<file path="src/rtl/stim_seq_pkg.sv">
// Shared types and constants for the stim_seq stimulus sequencer.
package stim_seq_pkg;

    typedef enum logic [1:0] {
        ST_IDLE  = 2'd0,
        ST_RESET = 2'd1,
        ST_RUN   = 2'd2,
        ST_DONE  = 2'd3
    } state_e;

    typedef enum logic [1:0] {
        MODE_ZERO  = 2'd0,
        MODE_COUNT = 2'd1,
        MODE_LFSR  = 2'd2,
        MODE_WALK  = 2'd3
    } mode_e;

    localparam int RESET_CYCLES_DEF = 25;

    // Feedback tap masks for a left-shifting Fibonacci LFSR whose new bit 0
    // is the XOR of the masked bits; every entry gives a maximal-length sequence.
    function automatic logic [15:0] lfsr_taps(input int width);
        case (width)
            4:       return 16'h000C;
            5:       return 16'h0014;
            6:       return 16'h0030;
            7:       return 16'h0060;
            8:       return 16'h00B8;
            9:       return 16'h0110;
            10:      return 16'h0240;
            11:      return 16'h0500;
            12:      return 16'h0829;
            13:      return 16'h100D;
            14:      return 16'h2015;
            15:      return 16'h6000;
            default: return 16'hD008;
        endcase
    endfunction

endpackage

</file>
<file path="src/rtl/stim_seq_chan.sv">
// One stimulus channel: seeds on load, steps its pattern on advance.
module stim_seq_chan
    import stim_seq_pkg::*;
#(
    parameter int WIDTH = 8
) (
    input  logic             clk,
    input  logic             rst,
    input  mode_e            mode,
    input  logic             load,
    input  logic             advance,
    input  logic [15:0]      chan_idx,
    output logic [WIDTH-1:0] value
);

    localparam logic [WIDTH-1:0] TAPS = WIDTH'(lfsr_taps(WIDTH));

    logic [WIDTH-1:0] val_q;
    logic [WIDTH-1:0] seed;
    logic [WIDTH-1:0] nxt;

    // Seed and next-step value for the selected pattern.
    always_comb begin
        seed = '0;
        nxt  = val_q;
        case (mode)
            MODE_ZERO: begin
                seed = '0;
                nxt  = '0;
            end
            MODE_COUNT: begin
                seed = WIDTH'(chan_idx);
                nxt  = val_q + WIDTH'(1);
            end
            MODE_LFSR: begin
                seed = WIDTH'(chan_idx + 16'd1);
                if (seed == '0) begin
                    seed = WIDTH'(1);
                end
                nxt = {val_q[WIDTH-2:0], ^(val_q & TAPS)};
            end
            MODE_WALK: begin
                seed = WIDTH'(1) << (chan_idx % 16'(WIDTH));
                nxt  = {val_q[WIDTH-2:0], val_q[WIDTH-1]};
            end
            default: begin
                seed = '0;
                nxt  = val_q;
            end
        endcase
    end

    // Pattern register: load wins over advance, otherwise hold.
    always_ff @(posedge clk) begin
        if (rst) begin
            val_q <= '0;
        end else if (load) begin
            val_q <= seed;
        end else if (advance) begin
            val_q <= nxt;
        end
    end

    assign value = val_q;

endmodule

</file>
<file path="src/rtl/stim_seq.sv">
// Stimulus sequencer top: reset-hold, patterned run, completion pulse.
// Optional MISR signature of the DUT response: define STIM_SEQ_SIGNATURE_EN.
//
// state    | meaning
// ---------+--------------------------------------------------------
// ST_IDLE  | waiting for start; outputs hold last values
// ST_RESET | dut_rst_n low, stim at seeds, reset down-counter running
// ST_RUN   | dut_rst_n high, pattern and cycle_cnt step every cycle
// ST_DONE  | one-cycle completion; start here restarts immediately
module stim_seq
    import stim_seq_pkg::*;
#(
    parameter int WIDTH        = 8,
    parameter int CHANNELS     = 2,
    parameter int RESET_CYCLES = RESET_CYCLES_DEF,
    parameter int CNT_W        = 32
) (
    input  logic                      clk,
    input  logic                      rst,
    input  logic                      start,
    input  logic [1:0]                mode,
    input  logic [CNT_W-1:0]          run_len,
`ifdef STIM_SEQ_SIGNATURE_EN
    input  logic [CHANNELS*WIDTH-1:0] resp,
    output logic [WIDTH-1:0]          signature,
`endif
    output logic                      dut_rst_n,
    output logic [CHANNELS*WIDTH-1:0] stim,
    output logic                      busy,
    output logic                      done,
    output logic [CNT_W-1:0]          cycle_cnt
);

    localparam logic [CNT_W-1:0] CNT_ONE   = CNT_W'(1);
    localparam logic [CNT_W-1:0] RST_LOAD  = CNT_W'(RESET_CYCLES - 1);

    state_e           state_q;
    state_e           state_d;
    mode_e            mode_q;
    mode_e            chan_mode;
    logic [CNT_W-1:0] run_len_q;
    logic [CNT_W-1:0] rst_cnt_q;
    logic [CNT_W-1:0] cycle_cnt_q;
    logic             dut_rst_n_q;
    logic             busy_q;
    logic             done_q;
    logic             take;
    logic             chan_adv;

    // Next-state decode; the pattern advances on every edge that lands in RUN.
    always_comb begin
        state_d  = state_q;
        take     = 1'b0;
        chan_adv = 1'b0;
        case (state_q)
            ST_IDLE: begin
                if (start) begin
                    state_d = ST_RESET;
                    take    = 1'b1;
                end
            end
            ST_RESET: begin
                if (rst_cnt_q == '0) begin
                    if (run_len_q == '0) begin
                        state_d = ST_DONE;
                    end else begin
                        state_d  = ST_RUN;
                        chan_adv = 1'b1;
                    end
                end
            end
            ST_RUN: begin
                if (cycle_cnt_q == run_len_q) begin
                    state_d = ST_DONE;
                end else begin
                    chan_adv = 1'b1;
                end
            end
            ST_DONE: begin
                if (start) begin
                    state_d = ST_RESET;
                    take    = 1'b1;
                end else begin
                    state_d = ST_IDLE;
                end
            end
            default: state_d = ST_IDLE;
        endcase
    end

    // Seeds must follow the mode being latched, not the previous run's.
    always_comb begin
        chan_mode = take ? mode_e'(mode) : mode_q;
    end

    // State, timers and registered status outputs.
    always_ff @(posedge clk) begin
        if (rst) begin
            state_q     <= ST_IDLE;
            mode_q      <= MODE_ZERO;
            run_len_q   <= '0;
            rst_cnt_q   <= '0;
            cycle_cnt_q <= '0;
            dut_rst_n_q <= 1'b0;
            busy_q      <= 1'b0;
            done_q      <= 1'b0;
        end else begin
            state_q <= state_d;
            busy_q  <= (state_d == ST_RESET) || (state_d == ST_RUN);
            done_q  <= (state_d == ST_DONE);
            if (take) begin
                mode_q      <= mode_e'(mode);
                run_len_q   <= run_len;
                rst_cnt_q   <= RST_LOAD;
                cycle_cnt_q <= '0;
                dut_rst_n_q <= 1'b0;
            end else begin
                if ((state_q == ST_RESET) && (rst_cnt_q != '0)) begin
                    rst_cnt_q <= rst_cnt_q - CNT_ONE;
                end
                if (chan_adv && (cycle_cnt_q != '1)) begin
                    cycle_cnt_q <= cycle_cnt_q + CNT_ONE;
                end
                if ((state_d == ST_RUN) || (state_d == ST_DONE)) begin
                    dut_rst_n_q <= 1'b1;
                end
            end
        end
    end

    for (genvar k = 0; k < CHANNELS; k++) begin : g_chan
        stim_seq_chan #(
            .WIDTH(WIDTH)
        ) u_chan (
            .clk     (clk),
            .rst     (rst),
            .mode    (chan_mode),
            .load    (take),
            .advance (chan_adv),
            .chan_idx(16'(k)),
            .value   (stim[k*WIDTH +: WIDTH])
        );
    end

`ifdef STIM_SEQ_SIGNATURE_EN
    localparam logic [WIDTH-1:0] MISR_TAPS = WIDTH'(lfsr_taps(WIDTH));

    logic [WIDTH-1:0] misr_q;
    logic [WIDTH-1:0] resp_fold;

    // XOR-fold all response channels into one WIDTH-bit word.
    always_comb begin
        resp_fold = '0;
        for (int k = 0; k < CHANNELS; k++) begin
            resp_fold = resp_fold ^ resp[k*WIDTH +: WIDTH];
        end
    end

    // MISR compresses the response once per RUN cycle and holds otherwise.
    always_ff @(posedge clk) begin
        if (rst || take) begin
            misr_q <= '0;
        end else if (state_q == ST_RUN) begin
            misr_q <= {misr_q[WIDTH-2:0], ^(misr_q & MISR_TAPS)} ^ resp_fold;
        end
    end

    assign signature = misr_q;
`endif

    assign dut_rst_n = dut_rst_n_q;
    assign busy      = busy_q;
    assign done      = done_q;
    assign cycle_cnt = cycle_cnt_q;

endmodule

</file>
<file path="config.mk">
export PLATFORM = sky130hd
export DESIGN_NAME = stim_seq
export DESIGN_NICKNAME = d
export VERILOG_FILES = /design/src/rtl/stim_seq_pkg.sv /design/src/rtl/stim_seq_chan.sv /design/src/rtl/stim_seq.sv
export SDC_FILE = /design/constraint.sdc
export NUM_CORES = 1
export LEC_CHECK = 0
export CAP_MARGIN = 40
export CELL_PAD_IN_SITES_DETAIL_PLACEMENT = 1
export CELL_PAD_IN_SITES_GLOBAL_PLACEMENT = 1
export CORE_MARGIN = 10
export CORE_UTILIZATION = 33
export DETAILED_ROUTE_END_ITERATION = 10
export PLACE_DENSITY_LB_ADDON = 0.1
export SLEW_MARGIN = 20
export SYNTH_ARGS = -nofsm -noshare
export SYNTH_HDL_FRONTEND = slang
export SYNTH_HIERARCHICAL = 1
export SYNTH_SLANG_ARGS = --single-unit
</file>
<file path="constraint.sdc">
create_clock -name clk -period 7.6 [get_ports clk]
set_clock_uncertainty 0.15 [all_clocks]
set_input_delay 1.52 -clock clk [delete_from_list [all_inputs] [get_ports clk]]
set_output_delay 1.52 -clock clk [all_outputs]
set_load 0.05 [all_outputs]
</file>
==> results.json <==
{
  "coreArea_um2": 21100,
  "routedWlPerCell_um": 16.3,
  "cellPowerDensity_nw_per_um2": 334,
  "synth_edf_count": 0,
  "yosysTopAreaCell": "dfxtp_1",
  "cts_made_buffers": 17,
  "maxCapViolations": 0,
  "rr_endpoint": "cycle_cnt[18]",
  "pwr-share-clk_pct": 25.4,
  "drv_slew": 0,
  "min_path_type": "flop to flop",
  "diodes": 0,
  "cpPeakStageDelay_ns": 0.51,
  "synth_common_cells": "125 x nand2_1, 119 x dfxtp_1, 75 x nor2_1",
  "cts_tree": "yes",
  "p_comb_share_pct": 44.4,
  "yosysMostFrequentCell": "nand2_1",
  "vias_per_cell": 5.02,
  "vias": 6662,
  "startpoint_type": "input pin",
  "gr-usage-all-layers_pct": 15.4,
  "clock-sinks": 119,
  "fin_nets": 1099,
  "netlist_area_um2": 7090,
  "avgSynthCellArea_um2": 7.87,
  "async_flop_share_pct": 0,
  "drc": 0,
  "cp_common_cell": "nand2_1",
  "cp_max_fo": 56,
  "syn2layout_area_growth_pct": 26.0,
  "io_pins": 88,
  "drt_iter0_drc": 279,
  "place_area_um2": 8390,
  "utilization_pct": 42.4,
  "antenna_found_initial": 0,
  "rows": 53,
  "clkLatencyLatePin_ns": 0.42,
  "ir_worst_vdd_v": 0.000131,
  "cts_buffer_depth": 2,
  "antenna_left": 0,
  "yosys_warnings": 6,
  "max_freq_mhz": 237,
  "switching_share_pct": 42.7,
  "grt_pass1_wl_um": 35400,
  "synth.ff_latch_count": 119,
  "fin_crit_ns": 4.22,
  "pwr-share-seq_pct": 30.2,
  "fp.dieW_um": 167,
  "fillers": 2614,
  "cts.htree.levels": 4,
  "grt_max_degree": 69,
  "clockRootBuffer": "clkbuf_16",
  "min_period_over_period_pct": 55.6,
  "cts_resized": 0,
  "io_buffer_count": 87,
  "finalWirelength_um": 21600,
  "cellLeakagePower_nw": 3.44,
  "setup_viol": 0,
  "synth.area.top_cells": "dfxtp_1 34%, xor2_1 8.9%, nand2_1 6.6%",
  "power.internal_mw": 1.71,
  "initial_core_util_pct": 33.6,
  "ys_seq_area_share_pct": 33.6,
  "worstPathRequired_ns": 7.73,
  "drive_above_1_share_pct": 5.70,
  "outcome": "finished, final reports clean",
  "critical_path.cell_chain": "clkdlybuf4s50_1 > nand2_1 > buf_4 > inv_2 > nand2_1 > nand2_1 > buf_4 > inv_1 > nand2_1 > o21ai_0 > a221oi_1 > nor3_1",
  "whs_path_depth": 2,
  "ff2ff_setup_slack_ns": 3.83,
  "cts_setup_buffers": 0,
  "worstMarginPinSlew_ns": 0.820,
  "fin_setup_tns_ns": 0,
  "grt_pass1_vias": 6606,
  "final_area_um2": 8940,
  "ys.flop_type": "dfxtp_1",
  "path_class": "input pin to flop",
  "crit_slowest_cell": "clkdlybuf4s50_1",
  "power_mw": 2.98,
  "p_switching_mw": 1.27,
  "crit_end": "g_chan[1].u_chan/value[2]",
  "rsz0062_at_grt": "no",
  "reg2reg_depth": 9,
  "timing.rr.start": "rst_cnt_q[24]",
  "final_hold_viol_count": 0,
  "arrival_ns": 4.35,
  "clk_pin_slew_worst_paths_ns": 0.05,
  "place_hpwl_um": 15700,
  "grt.overflow.total": 0,
  "firstDrtPassIters": 4,
  "slew_headroom_pct": 45.2,
  "cp-end-kind": "flop",
  "cts_hold_buf": 0,
  "ys_types": 65,
  "dieHeight_um": 167,
  "fp.dieArea_um2": 27800,
  "netlist_instances": 901,
  "gp_congestion": 0.841,
  "startpoint": "start",
  "synth_top_area_share_pct": 33.6
}
==> layer usage <==
layer	up-vias	share of wire [%]	global-route usage, %
met5	-	0	0
met4	0	0.91	3.78
met3	18	4.5	4.42
met2	101	45	24.1
met1	3161	49	20.2
li1	3382	-	-
==> kinds of logic after synthesis <==
group,synth area share (%)
other cells,0.106
simple gates,28.7
buf+inv,5.24
compound gates,15.4
flops,33.6
fa+ha+maj,3.88
xor+xnor,12.3
mux,0.705
==> through the flow <==
stage          hold slack (ns)  cells  setup WS [ns]
2_1_floorplan            0.294    976           4.20
3_3_place_gp             0.318   1296           3.00
3_5_place_dp             0.314   1296           2.96
4_1_cts                  0.327   1327           3.40
5_1_grt                  0.360   1327           3.07
6_report                 0.324   1327           3.38
==> worst max-delay path: cells and delay by family <==
| family | cells | cell delay, ns |
|---|---|---|
| AO/OA/AOI/OAI | 2 | 0.37 |
| AND/OR/NAND/NOR | 5 | 0.55 |
| buffers and inverters | 5 | 1.87 |
==> flip-flops by register name, indices dropped and copies added, names as in the netlist <==
name	count
cycle_cnt	32
rst_cnt_q	32
run_len_q	32
g_chan.u_chan/value	16
mode_q	2
state_q	2
busy	1
done	1
dut_rst_n	1
==> area by class of cell <==
cell class / count / area [µm²] / share of cell area, %
Clock buffer: 22 / 474 / 5.31
Clock inverter: 9 / 76.3 / 0.854
Inverter: 29 / 109 / 1.22
Multi-Input combinational cell: 779 / 4630 / 51.8
Sequential cell: 119 / 2380 / 26.7
Tap cell: 275 / 344 / 3.85
Timing Repair Buffer: 94 / 918 / 10.3
==> worst min-delay path by stage <==
| stage | from | slack [ns] | to |
|---|---|---|---|
| after CTS | mode_q[1] | 0.33 | mode_q[1] |
| after global routing | run_len_q[31] | 0.36 | run_len_q[31] |
| after floorplan | mode_q[0] | 0.29 | mode_q[0] |
| after detailed placement | mode_q[0] | 0.31 | mode_q[0] |
| after global placement | mode_q[0] | 0.32 | mode_q[0] |
| final | mode_q[1] | 0.32 | mode_q[1] |
==> cells in the final DEF (no fill, tap or decap), drive strengths merged, types with 5 or more instances in the layout <==
master	count
nand2	125
dfxtp	119
clkdlybuf4s50	86
conb	77
nor2	77
xor2	72
a21oi	64
nand3	52
o21ai	40
inv	29
xnor2	28
nor4	28
ha	22
clkbuf	22
nand4	20
and3	17
nor3	17
nand2b	14
or3	11
or4	11
a31oi	9
a221oi	8
buf	8
clkinv	7
and4	6
o211ai	6
nor2b	6
o22ai	6
mux2i	5
a2111oi	5
==> power groups by stage <==
stage          Combinational (mW)  Clock [mW]  Sequential [mW]
2_1_floorplan               0.920           0            0.980
3_3_place_gp                 1.31           0            0.912
3_5_place_dp                 1.32           0            0.911
4_1_cts                      1.33       0.783            0.900
5_1_grt                      1.49       0.810            0.923
6_report                     1.32       0.758            0.899
(Power assumes the default switching activity.)
